--- src/rtl/wb_pkg.sv ---
// Shared encodings and defaults for the MEM/WB write-back stage.
package wb_pkg;

   localparam int NB_DATA_DEF = 32;
   localparam int NB_ADDR_DEF = 5;

   // Write-back source select; 2'b11 is reserved and behaves as ALU.
   typedef enum logic [1:0] {
      WB_SEL_ALU  = 2'b00,
      WB_SEL_LOAD = 2'b01,
      WB_SEL_LINK = 2'b10,
      WB_SEL_RSVD = 2'b11
   } wb_sel_e;

   // Load width/sign encodings; unlisted codes behave as LW.
   typedef enum logic [2:0] {
      LD_LB  = 3'b000,
      LD_LBU = 3'b001,
      LD_LH  = 3'b010,
      LD_LHU = 3'b011,
      LD_LW  = 3'b100
   } ld_type_e;

   // True for the two halfword load codes.
   function automatic logic ld_is_half(input logic [2:0] ld);
      return (ld == LD_LH) || (ld == LD_LHU);
   endfunction

   // True for the two byte load codes.
   function automatic logic ld_is_byte(input logic [2:0] ld);
      return (ld == LD_LB) || (ld == LD_LBU);
   endfunction

endpackage

--- src/rtl/wb_stage_if.sv ---
// Bus bundle between the memory stage (master) and the write-back stage (slave).
interface wb_stage_if
   import wb_pkg::*;
#(
   parameter int NB_DATA  = NB_DATA_DEF,
   parameter int NB_ADDR  = NB_ADDR_DEF,
   parameter int NB_COUNT = 32
);
   logic                i_valid;
   logic                i_stall;
   logic                i_flush;
   logic                i_reg_write;
   logic [1:0]          i_wb_sel;
   logic [2:0]          i_load_type;
   logic [NB_ADDR-1:0]  i_addres_rd;
   logic [NB_DATA-1:0]  i_alu_result;
   logic [NB_DATA-1:0]  i_mem_data;
   logic [NB_DATA-1:0]  i_link;
   logic                i_cnt_clr;
   logic                o_wenable;
   logic [NB_ADDR-1:0]  o_addres_rd;
   logic [NB_DATA-1:0]  o_data_rd;
   logic                o_valid;
   logic                o_misaligned;
   logic [NB_COUNT-1:0] o_retired;

   modport master (
      output i_valid, i_stall, i_flush, i_reg_write, i_wb_sel, i_load_type,
             i_addres_rd, i_alu_result, i_mem_data, i_link, i_cnt_clr,
      input  o_wenable, o_addres_rd, o_data_rd, o_valid, o_misaligned, o_retired
   );

   modport slave (
      input  i_valid, i_stall, i_flush, i_reg_write, i_wb_sel, i_load_type,
             i_addres_rd, i_alu_result, i_mem_data, i_link, i_cnt_clr,
      output o_wenable, o_addres_rd, o_data_rd, o_valid, o_misaligned, o_retired
   );
endinterface

--- src/rtl/wb_stage_load_align.sv ---
// Little-endian byte/halfword extraction with sign or zero extension.
// Only meaningful for a 32-bit word; misaligned accesses still return the
// extraction for the offset truncated to the access size.
module load_align
   import wb_pkg::*;
#(
   parameter int NB_DATA = NB_DATA_DEF
) (
   input  logic [2:0]         load_type_i,
   input  logic [1:0]         offset_i,
   input  logic [NB_DATA-1:0] word_i,
   output logic [NB_DATA-1:0] data_o,
   output logic               misaligned_o
);

   logic [7:0]  byte_s;
   logic [15:0] half_s;

   // Pick the addressed byte and halfword out of the aligned word.
   always_comb begin
      byte_s = word_i[{offset_i, 3'b000} +: 8];
      if (offset_i[1]) begin
         half_s = word_i[31:16];
      end else begin
         half_s = word_i[15:0];
      end
   end

   // Extend the selected field and flag accesses that straddle their size.
   always_comb begin
      data_o       = word_i;
      misaligned_o = 1'b0;
      case (load_type_i)
         LD_LB:   data_o = {{(NB_DATA-8){byte_s[7]}}, byte_s};
         LD_LBU:  data_o = {{(NB_DATA-8){1'b0}}, byte_s};
         LD_LH:   data_o = {{(NB_DATA-16){half_s[15]}}, half_s};
         LD_LHU:  data_o = {{(NB_DATA-16){1'b0}}, half_s};
         default: data_o = word_i;
      endcase
      if (ld_is_half(load_type_i)) begin
         misaligned_o = offset_i[0];
      end else if (ld_is_byte(load_type_i)) begin
         misaligned_o = 1'b0;
      end else begin
         misaligned_o = (offset_i != 2'b00);
      end
   end

endmodule

--- src/rtl/wb_stage.sv ---
// MEM/WB pipeline register and write-back mux driving the register-file
// write port, with misaligned-load flagging and a retired-instruction count.
module wb_stage
   import wb_pkg::*;
#(
   parameter int NB_DATA  = NB_DATA_DEF,
   parameter int NB_ADDR  = NB_ADDR_DEF,
   parameter int NB_COUNT = 32
) (
   input  logic       clk,
   input  logic       rst,
   wb_stage_if.slave  bus
);

   logic [NB_DATA-1:0]  ld_data_s;
   logic                ld_mis_s;
   logic [NB_DATA-1:0]  wr_data_s;
   logic                mis_s;
   logic                wen_s;

   logic                valid_d,  valid_q;
   logic                wen_d,    wen_q;
   logic                mis_d,    mis_q;
   logic [NB_ADDR-1:0]  rd_d,     rd_q;
   logic [NB_DATA-1:0]  data_d,   data_q;
   logic [NB_COUNT-1:0] cnt_d,    cnt_q;

   load_align #(.NB_DATA(NB_DATA)) u_load_align (
      .load_type_i  (bus.i_load_type),
      .offset_i     (bus.i_alu_result[1:0]),
      .word_i       (bus.i_mem_data),
      .data_o       (ld_data_s),
      .misaligned_o (ld_mis_s)
   );

   // Select the write-back source and qualify the register-file write.
   always_comb begin
      case (bus.i_wb_sel)
         WB_SEL_LOAD: wr_data_s = ld_data_s;
         WB_SEL_LINK: wr_data_s = bus.i_link;
         default:     wr_data_s = bus.i_alu_result;
      endcase
      mis_s = bus.i_valid & (bus.i_wb_sel == WB_SEL_LOAD) & ld_mis_s;
      wen_s = bus.i_valid & bus.i_reg_write
            & (bus.i_addres_rd != {NB_ADDR{1'b0}}) & ~mis_s;
   end

   // Next-state: flush beats stall beats capture; clear beats increment.
   always_comb begin
      valid_d = valid_q;
      wen_d   = wen_q;
      mis_d   = 1'b0;
      rd_d    = rd_q;
      data_d  = data_q;
      cnt_d   = cnt_q;
      if (bus.i_flush) begin
         valid_d = 1'b0;
         wen_d   = 1'b0;
         rd_d    = {NB_ADDR{1'b0}};
         data_d  = {NB_DATA{1'b0}};
      end else if (bus.i_stall) begin
         // Held write is idempotent; the misaligned pulse must not repeat.
         mis_d = 1'b0;
      end else begin
         valid_d = bus.i_valid;
         wen_d   = wen_s;
         mis_d   = mis_s;
         rd_d    = bus.i_addres_rd;
         data_d  = wr_data_s;
         if (bus.i_valid) begin
            cnt_d = cnt_q + NB_COUNT'(1);
         end else begin
            cnt_d = cnt_q;
         end
      end
      if (bus.i_cnt_clr) begin
         cnt_d = {NB_COUNT{1'b0}};
      end else begin
         cnt_d = cnt_d;
      end
   end

   // Stage registers; reset discards any in-flight result immediately.
   always_ff @(posedge clk or posedge rst) begin
      if (rst) begin
         valid_q <= 1'b0;
         wen_q   <= 1'b0;
         mis_q   <= 1'b0;
         rd_q    <= {NB_ADDR{1'b0}};
         data_q  <= {NB_DATA{1'b0}};
         cnt_q   <= {NB_COUNT{1'b0}};
      end else begin
         valid_q <= valid_d;
         wen_q   <= wen_d;
         mis_q   <= mis_d;
         rd_q    <= rd_d;
         data_q  <= data_d;
         cnt_q   <= cnt_d;
      end
   end

   assign bus.o_valid      = valid_q;
   assign bus.o_wenable    = wen_q;
   assign bus.o_misaligned = mis_q;
   assign bus.o_addres_rd  = rd_q;
   assign bus.o_data_rd    = data_q;
   assign bus.o_retired    = cnt_q;

endmodule
--- src/flat_wrapper.sv ---
// flat-port wrapper written by rule: the top's interface ports become plain ports
module wb_stage_flat import wb_pkg::*;
#(
   parameter int NB_DATA  = NB_DATA_DEF,
   parameter int NB_ADDR  = NB_ADDR_DEF,
   parameter int NB_COUNT = 32
)
  (clk, rst, bus_i_valid, bus_i_stall, bus_i_flush, bus_i_reg_write, bus_i_wb_sel, bus_i_load_type, bus_i_addres_rd, bus_i_alu_result, bus_i_mem_data, bus_i_link, bus_i_cnt_clr, bus_o_wenable, bus_o_addres_rd, bus_o_data_rd, bus_o_valid, bus_o_misaligned, bus_o_retired);
  wb_stage_if #(.NB_DATA(NB_DATA), .NB_ADDR(NB_ADDR), .NB_COUNT(NB_COUNT)) bus_i ();
  input  logic clk;
  input  logic rst;
  input wire logic [$bits(bus_i.i_valid)-1:0] bus_i_valid;
  input wire logic [$bits(bus_i.i_stall)-1:0] bus_i_stall;
  input wire logic [$bits(bus_i.i_flush)-1:0] bus_i_flush;
  input wire logic [$bits(bus_i.i_reg_write)-1:0] bus_i_reg_write;
  input wire logic [$bits(bus_i.i_wb_sel)-1:0] bus_i_wb_sel;
  input wire logic [$bits(bus_i.i_load_type)-1:0] bus_i_load_type;
  input wire logic [$bits(bus_i.i_addres_rd)-1:0] bus_i_addres_rd;
  input wire logic [$bits(bus_i.i_alu_result)-1:0] bus_i_alu_result;
  input wire logic [$bits(bus_i.i_mem_data)-1:0] bus_i_mem_data;
  input wire logic [$bits(bus_i.i_link)-1:0] bus_i_link;
  input wire logic [$bits(bus_i.i_cnt_clr)-1:0] bus_i_cnt_clr;
  output wire logic [$bits(bus_i.o_wenable)-1:0] bus_o_wenable;
  output wire logic [$bits(bus_i.o_addres_rd)-1:0] bus_o_addres_rd;
  output wire logic [$bits(bus_i.o_data_rd)-1:0] bus_o_data_rd;
  output wire logic [$bits(bus_i.o_valid)-1:0] bus_o_valid;
  output wire logic [$bits(bus_i.o_misaligned)-1:0] bus_o_misaligned;
  output wire logic [$bits(bus_i.o_retired)-1:0] bus_o_retired;
  assign bus_i.i_valid = bus_i_valid;
  assign bus_i.i_stall = bus_i_stall;
  assign bus_i.i_flush = bus_i_flush;
  assign bus_i.i_reg_write = bus_i_reg_write;
  assign bus_i.i_wb_sel = bus_i_wb_sel;
  assign bus_i.i_load_type = bus_i_load_type;
  assign bus_i.i_addres_rd = bus_i_addres_rd;
  assign bus_i.i_alu_result = bus_i_alu_result;
  assign bus_i.i_mem_data = bus_i_mem_data;
  assign bus_i.i_link = bus_i_link;
  assign bus_i.i_cnt_clr = bus_i_cnt_clr;
  assign bus_o_wenable = bus_i.o_wenable;
  assign bus_o_addres_rd = bus_i.o_addres_rd;
  assign bus_o_data_rd = bus_i.o_data_rd;
  assign bus_o_valid = bus_i.o_valid;
  assign bus_o_misaligned = bus_i.o_misaligned;
  assign bus_o_retired = bus_i.o_retired;
  wb_stage #(.NB_DATA(NB_DATA), .NB_ADDR(NB_ADDR), .NB_COUNT(NB_COUNT)) u_core (.clk(clk), .rst(rst), .bus(bus_i));
endmodule
--- config.mk ---
export PLATFORM = sky130hd
export DESIGN_NAME = wb_stage_flat
export DESIGN_NICKNAME = d
export VERILOG_FILES = /design/src/rtl/wb_pkg.sv /design/src/rtl/wb_stage_if.sv /design/src/rtl/wb_stage_load_align.sv /design/src/rtl/wb_stage.sv /design/src/flat_wrapper.sv
export SDC_FILE = /design/constraint.sdc
export NUM_CORES = 1
export LEC_CHECK = 0
export ABC_CLOCK_PERIOD_IN_PS = 3250
export CAP_MARGIN = 20
export CELL_PAD_IN_SITES_DETAIL_PLACEMENT = 1
export CELL_PAD_IN_SITES_GLOBAL_PLACEMENT = 1
export CORE_MARGIN = 1.5
export CORE_UTILIZATION = 30
export CTS_CLUSTER_DIAMETER = 200
export CTS_CLUSTER_SIZE = 24
export DETAILED_ROUTE_END_ITERATION = 8
export GPL_TIMING_DRIVEN = 0
export PLACE_DENSITY_LB_ADDON = 0.1
export SYNTH_ARGS = -nofsm -noshare
export SYNTH_HDL_FRONTEND = slang
export SYNTH_HIERARCHICAL = 1
export SYNTH_SLANG_ARGS = --single-unit
--- constraint.sdc ---
create_clock -name clk -period 3.25 [get_ports clk]
set_input_delay 0.65 -clock clk [delete_from_list [all_inputs] [get_ports clk]]
set_output_delay 0.65 -clock clk [all_outputs]
set_load 0.01 [all_outputs]
# Yosys cells after proc, flatten, opt, wreduce, memory -nomap -nowiden
# Index checks and enable logic that the tools add are counted.
classes:
  div: 0
  shifts: 1
  n_reduce_logical: 7
  muxes: 19
  order_cmp: 0
  bitwise_logic: 6
  mul: 0
  n_addsub: 1
  n_eq_ne: 8
op_table:
  columns: ["op", "count"]
  rows:
  - ["$mux 32", 6]
  - ["$pmux 32 s4", 1]
  - ["$pmux 32 s2", 1]
  - ["$add 32x1->32 const B", 1]
  - ["$shiftx 32x6->8", 1]
  - ["$mux 16", 1]
  - ["$mux 5", 2]
  - ["$mux 1", 8]
  - ["$eq 3x2->1 const B", 2]
  - ["$ne 2x1->1 const B", 3]
  - ["$and 1x1->1", 5]
  - ["$reduce_bool 5->1", 1]
  - ["$reduce_bool 2->1", 2]
  - ["$eq 3x1->1 const B", 1]
  - ["$logic_not 3->1", 1]
  - ["$reduce_and 3->1", 1]
  - ["$eq 2x1->1 const B", 1]
  - ["$eq 2x2->1 const B", 1]
  - ["$logic_or 1x1->1", 2]
  - ["$not 1->1", 1]
totals:
  input_bits: 113
  ram_bits: 0
  latchBits: 0
  mem_count: 0
  wordCells: 48
  out_inout_bits: 72
  regBits: 72
  romBits: 0

# Depth between registers and ports, before layout
logic_depth:
  ltp_word: 9
  ltp_mapped: 10
  mapped_depth_nobuf: 8

# Hierarchy
# Netlist, hierarchy kept.
modules_own_cells:
  columns: ["module", "instances", "cells_each", "seq_area_each_um2", "area_per_inst_um2"]
  rows:
  - ["wb_stage", 1, 428, 1801.7, 3861.2]
  - ["load_align", 1, 120, 0.0, 701.9]

# Least setup slack after synthesis
# OpenSTA, ideal clock, no wires.
synth_path:
  kind: "input to register"
  startpoint: "input bus_i_alu_result[1]"
  endpoint: "register u_core.data_q[14] (netlist: u_core/bus.o_data_rd[14])"
  setup_time_ns: 0.132
  arrival_time_ns: 1.966
  n_path_buf: 2
  setup_slack_ns: 1.152
  stages: 10
  t_required_ns: 3.118
  path_cell_list: "buf_6 buf_6 mux2_1 nor2_1 nor2_1 a22o_1 a221oi_1 nor3_1 a21oi_1 nor2_1"
synth_between:
  elab_chain_cells: 5
synth_rtl:
  columns: ["element", "line_no", "rtl"]
  rows:
  - ["from (decl)", "flat_wrapper.sv:19", "input wire logic [$bits(bus_i.i_alu_result)-1:0] bus_i_alu_result;"]
  - ["$shiftx 32x6->8 / $mux 16 (equally long branches)", "wb_stage_load_align.sv:21, wb_stage_load_align.sv:22", null]
  - ["$pmux 32 s4 (*)", "wb_stage_load_align.sv:33", "case (load_type_i)"]
  - ["named net u_core.ld_data_s[14]", "wb_stage.sv:15", "logic [NB_DATA-1:0] ld_data_s;"]
  - ["$pmux 32 s2 (*)", "wb_stage.sv:38", "case (bus.i_wb_sel)"]
  - ["$mux 32 (*)", "wb_stage.sv:61", "end else if (bus.i_stall) begin"]
  - ["$mux 32 (*)", "wb_stage.sv:56", "if (bus.i_flush) begin"]
  - ["to (signal assigned)", "wb_stage.sv:90", "data_q <= {NB_DATA{1'b0}};"]
  - ["to (signal assigned)", "wb_stage.sv:97", "data_q <= data_d;"]
  - ["to (decl)", "wb_stage.sv:25", "logic [NB_DATA-1:0] data_d, data_q;"]
# The timed path passes the listed nets; every way through them passes the cells marked *. The select of a mux whose other input is x is not followed.
# A chain may end at the register's enable or synchronous reset.

# Worst setup path in the final report
layout_path:
  startpoint: "input bus_i_alu_result[0]"
  endpoint: "register u_core.data_q[4] (netlist: u_core/bus.o_data_rd[4])"
layout_between:
  elab_chain_cells: 5
layout_rtl:
  columns: ["element", "line_no", "rtl"]
  rows:
  - ["$shiftx 32x6->8", "wb_stage_load_align.sv:21", "byte_s = word_i[{offset_i, 3'b000} +: 8];"]
  - ["$pmux 32 s4", "wb_stage_load_align.sv:33", null]
  - ["named net u_core.ld_data_s[4]", "wb_stage.sv:15", null]
  - ["$pmux 32 s2", "wb_stage.sv:38", null]
  - ["$mux 32", "wb_stage.sv:61", null]
  - ["$mux 32", "wb_stage.sv:56", null]
# The timed path passes the listed nets, and every way through them passes these cells. The select of a mux whose other input is x is not followed.

==> results by group <==
Outcome
  – Status: finished clean

Critical path
  – Critical path's top delay family: buffers and inverters
  – CP max stage delay: 0.66 ns
  – CP Capture Type: flop
  – Worst Path Class, Setup: primary input to flop
  – Cells along the critical path: clkdlybuf4s50_1 > nor2b_1 > buf_2 > nor2b_1 > buf_2 > a22oi_1 > o21ai_0 > a221oi_1 > nor3_1 > a21oi_1 > nor2_1
  – Worst Path Arrival: 3.03 ns
  – Startpoint types: primary input
  – Crit path buf inv count: 3
  – Worst-path maximum fanout: 9
  – Critical Path RT: 3.44 ns
  – Slowest CP cell: clkdlybuf4s50_1

Logic synthesis
  – Syn Area/Cell: 8.33 um2
  – Mapped cell area: 4560 um2
  – Yosys cell types: 46
  – Synth Register Bits: 72
  – Mapped Nets: 664
  – Register area share after synthesis: 0.395
  – Synth Warn #: 6
  – Post-Synthesis Cells: 548

Global route
  – GR Util All Layers: 0.224
  – Total global routing overflow: 0
  – Initial antenna violation count: 0
  – Number of global-route vias before repair: 4981
  – Largest net degree at the start of global routing: 58
  – First-pass GRT wire length: 27700 um

Final layout
  – Post-route cell area: 6940 um2
  – Most common cell after layout, fill and taps aside: clkdlybuf4s50_1
  – Register area: 1800 um2
  – Fill cells: 1738
  – Multi-input logic area: 2530 um2
  – Non-Filler Instances: 930
  – Share of cells above drive strength 1: 0.0509
  – Area Overhead vs Synth: 52.1%
  – # diodes: 0
  – Commonest non-fill, non-tap cells in the layout: 183 x clkdlybuf4s50_1, 87 x nor2_1, 72 x dfrtp_1
  – Final Net Count: 859

Timing
  – Final setup violation count: 0
  – Period minus WS final: 2.83 ns
  – Relative slew slack: 0.375
  – Skew final: 0.00795 ns
  – Worst slew pin tran: 0.936 ns
  – Period Utilization, post-route: 0.871
  – Final Hold Viols: 0
  – FMAX: 353 MHz
  – Setup ws final: 0.418 ns
  – Max-slew violations: 0
  – RSZ-0062 raised after global routing: no

Drt
  – Routed WL per cell: 18.9 um
  – Final ANT Viol Nets: 0
  – DRC viols: 0
  – DR vias: 4796
  – Router iterations before antenna repair: 5
  – Via/cell ratio: 5.16
  – Final WL: 17600 um
  – Starting DRT DRC Count: 298

Clock tree
  – Clock Sinks: 72
  – # Post-CTS Setup Buffers: 0
  – Post-CTS Resized: 0
  – Clock buffer count from CTS: 9
  – CTS hold repair buffers: 0
  – H-tree depth: 3
  – Worst-path clk slew: 0.06 ns
  – Clock Path Buffers: 2
  – Worst skew pair latency: 0.33 ns
  – Root Buffer: clkbuf_16
  – CTS tree: built

Pwr
  – Int Pwr: 1.85 mW
  – Power per cell area: 366 nW/um2
  – Seq pwr share: 0.375
  – Combinational share of power: 0.239
  – Net switching power: 0.696 mW
  – Peak supply drop: 0.234 mV
  – Power Total: 2.54 mW
  – Leakage: 2.78 nW
  – Switching part of the total: 0.274
  – Clock power frac: 0.386

Place
  – Buffers on Ports: 183
  – Post-Place Cells: 916
  – Final GP Congestion: 0.901
  – Placement Cell Area: 6660 um2
  – Dpl ws: 0.106 ns
  – HPWL after DPL: 14000 um

Die
  – Die span in x: 126 um
  – Die area: 16000 um2
  – Die Y-Extent: 126 um
  – Core Area: 14700 um2
  – Num ports: 185
  – # rows: 44
  – Starting Density: 0.310

Job
  – Max Cap Violations: 0

Worst hold path
  – Hold WC Path Type: flop to flop
## worst min-delay path: cells and delay by family, from the launching register on
| family | cells | cell delay [ns] |
|---|---|---|
| AND/OR/NAND/NOR | 1 | 0.08 |
| flip-flops | 1 | 0.33 |
| AO/OA/AOI/OAI | 1 | 0.06 |
## worst paths after layout
| path | endpoint | start | cells past startpoint | slack, ns |
|---|---|---|---|---|
| max in group asynchronous | u_core/bus.o_data_rd[31] | rst | 3 | 2.07 |
| min in group asynchronous | u_core/bus.o_retired[26] | rst | 2 | 0.61 |
| min reg2reg | u_core/bus.o_data_rd[20] | u_core/bus.o_data_rd[20] | 2 | 0.52 |
| min | u_core/bus.o_data_rd[20] | u_core/bus.o_data_rd[20] | 2 | 0.52 |
| max reg2reg | u_core/bus.o_retired[28] | u_core/bus.o_retired[3] | 6 | 1.17 |
| max | u_core/bus.o_data_rd[4] | bus_i_alu_result[0] | 11 | 0.42 |
## cell usage after synthesis (all sizes together)
| cell type | count | area, um2 |
|---|---|---|
| nor3b | 2 | 26.3 |
| and3 | 1 | 6.26 |
| o2111ai | 5 | 61.3 |
| a21oi | 44 | 231 |
| o31ai | 1 | 7.51 |
| dfrtp | 72 | 1800 |
| a2111oi | 1 | 27.5 |
| clkbuf | 28 | 105 |
| or3 | 3 | 18.8 |
| nor2b | 38 | 238 |
| ha | 3 | 37.5 |
| or4b | 1 | 10.0 |
| nand3 | 8 | 40.0 |
| or2 | 2 | 12.5 |
| nor3 | 43 | 215 |
| mux2 | 7 | 78.8 |
| buf | 15 | 92.6 |
| or4 | 1 | 7.51 |
| and4 | 5 | 43.8 |
| xor2 | 8 | 70.1 |
| nand2 | 57 | 214 |
| nor4b | 1 | 8.76 |
| a221oi | 32 | 280 |
| xnor2 | 18 | 158 |
| nor4 | 5 | 31.3 |
| nor2 | 87 | 327 |
| a22o | 7 | 61.3 |
| a221o | 1 | 10.0 |
| inv | 8 | 30.0 |
| o21ai | 16 | 80.1 |
| o2bb2ai | 1 | 15.0 |
| a22oi | 5 | 37.5 |
| nand4 | 6 | 37.5 |
| mux2i | 9 | 90.1 |
| nand2b | 4 | 32.5 |
| and2 | 3 | 18.8 |
## logic make-up (layout without fill, tap and decap cells)
| logic type | after synthesis | count (layout) | synth area share |
|---|---|---|---|
| xor+xnor | 26 | 26 | 0.0499 |
| simple gates | 267 | 267 | 0.282 |
| flops | 72 | 72 | 0.395 |
| buf+inv | 51 | 249 | 0.0499 |
| compound gates | 113 | 113 | 0.178 |
| mux | 16 | 16 | 0.0370 |
| fa+ha+maj | 3 | 3 | 0.00823 |
## flip-flops by register name, summed over array words and instances (netlist names)
name	count
u_core/bus.o_data_rd	32
u_core/bus.o_retired	32
u_core/bus.o_addres_rd	5
u_core/bus.o_misaligned	1
u_core/bus.o_valid	1
u_core/bus.o_wenable	1
## power groups by stage
stage	clock, mW	sequential [mW]	combinational (mW)
4_1_cts	1.02	0.953	0.612
3_5_place_dp	0	0.969	0.610
5_1_grt	1.05	0.957	0.663
2_1_floorplan	0	0.982	0.268
3_3_place_gp	0	0.967	0.593
6_report	0.982	0.953	0.608
## area by class of cell
| class | count | share of cell area |
|---|---|---|
| plain buffers | 43 | 0.0285 |
| clock buffers | 11 | 0.0350 |
| clock inverters | 3 | 0.00631 |
| inverters | 8 | 0.00469 |
| multi-input cells | 425 | 0.365 |
| flip-flops and latches | 72 | 0.260 |
| well taps | 184 | 0.0332 |
| repair buffers | 184 | 0.268 |
## layer usage
metal | vias to the layer above | part of all wire | track usage
li1 | 2317 | - | -
met1 | 2317 | 0.46 | 0.303
met2 | 150 | 0.46 | 0.360
met3 | 12 | 0.062 | 0.0578
met4 | 0 | 0.013 | 0.0548
met5 | - | 0 | 0
## metrics by stage
stage	setup TNS, ns	utilization	hold slack (ns)
finish	0	0.472	0.516
global route	0	0.472	0.548
CTS	0	0.472	0.519
detailed placement	0	0.453	0.507
global placement	-39.88	0.451	0.498
floorplan	0	-	0.551
Note: power is estimated with default switching activity, not from simulation.
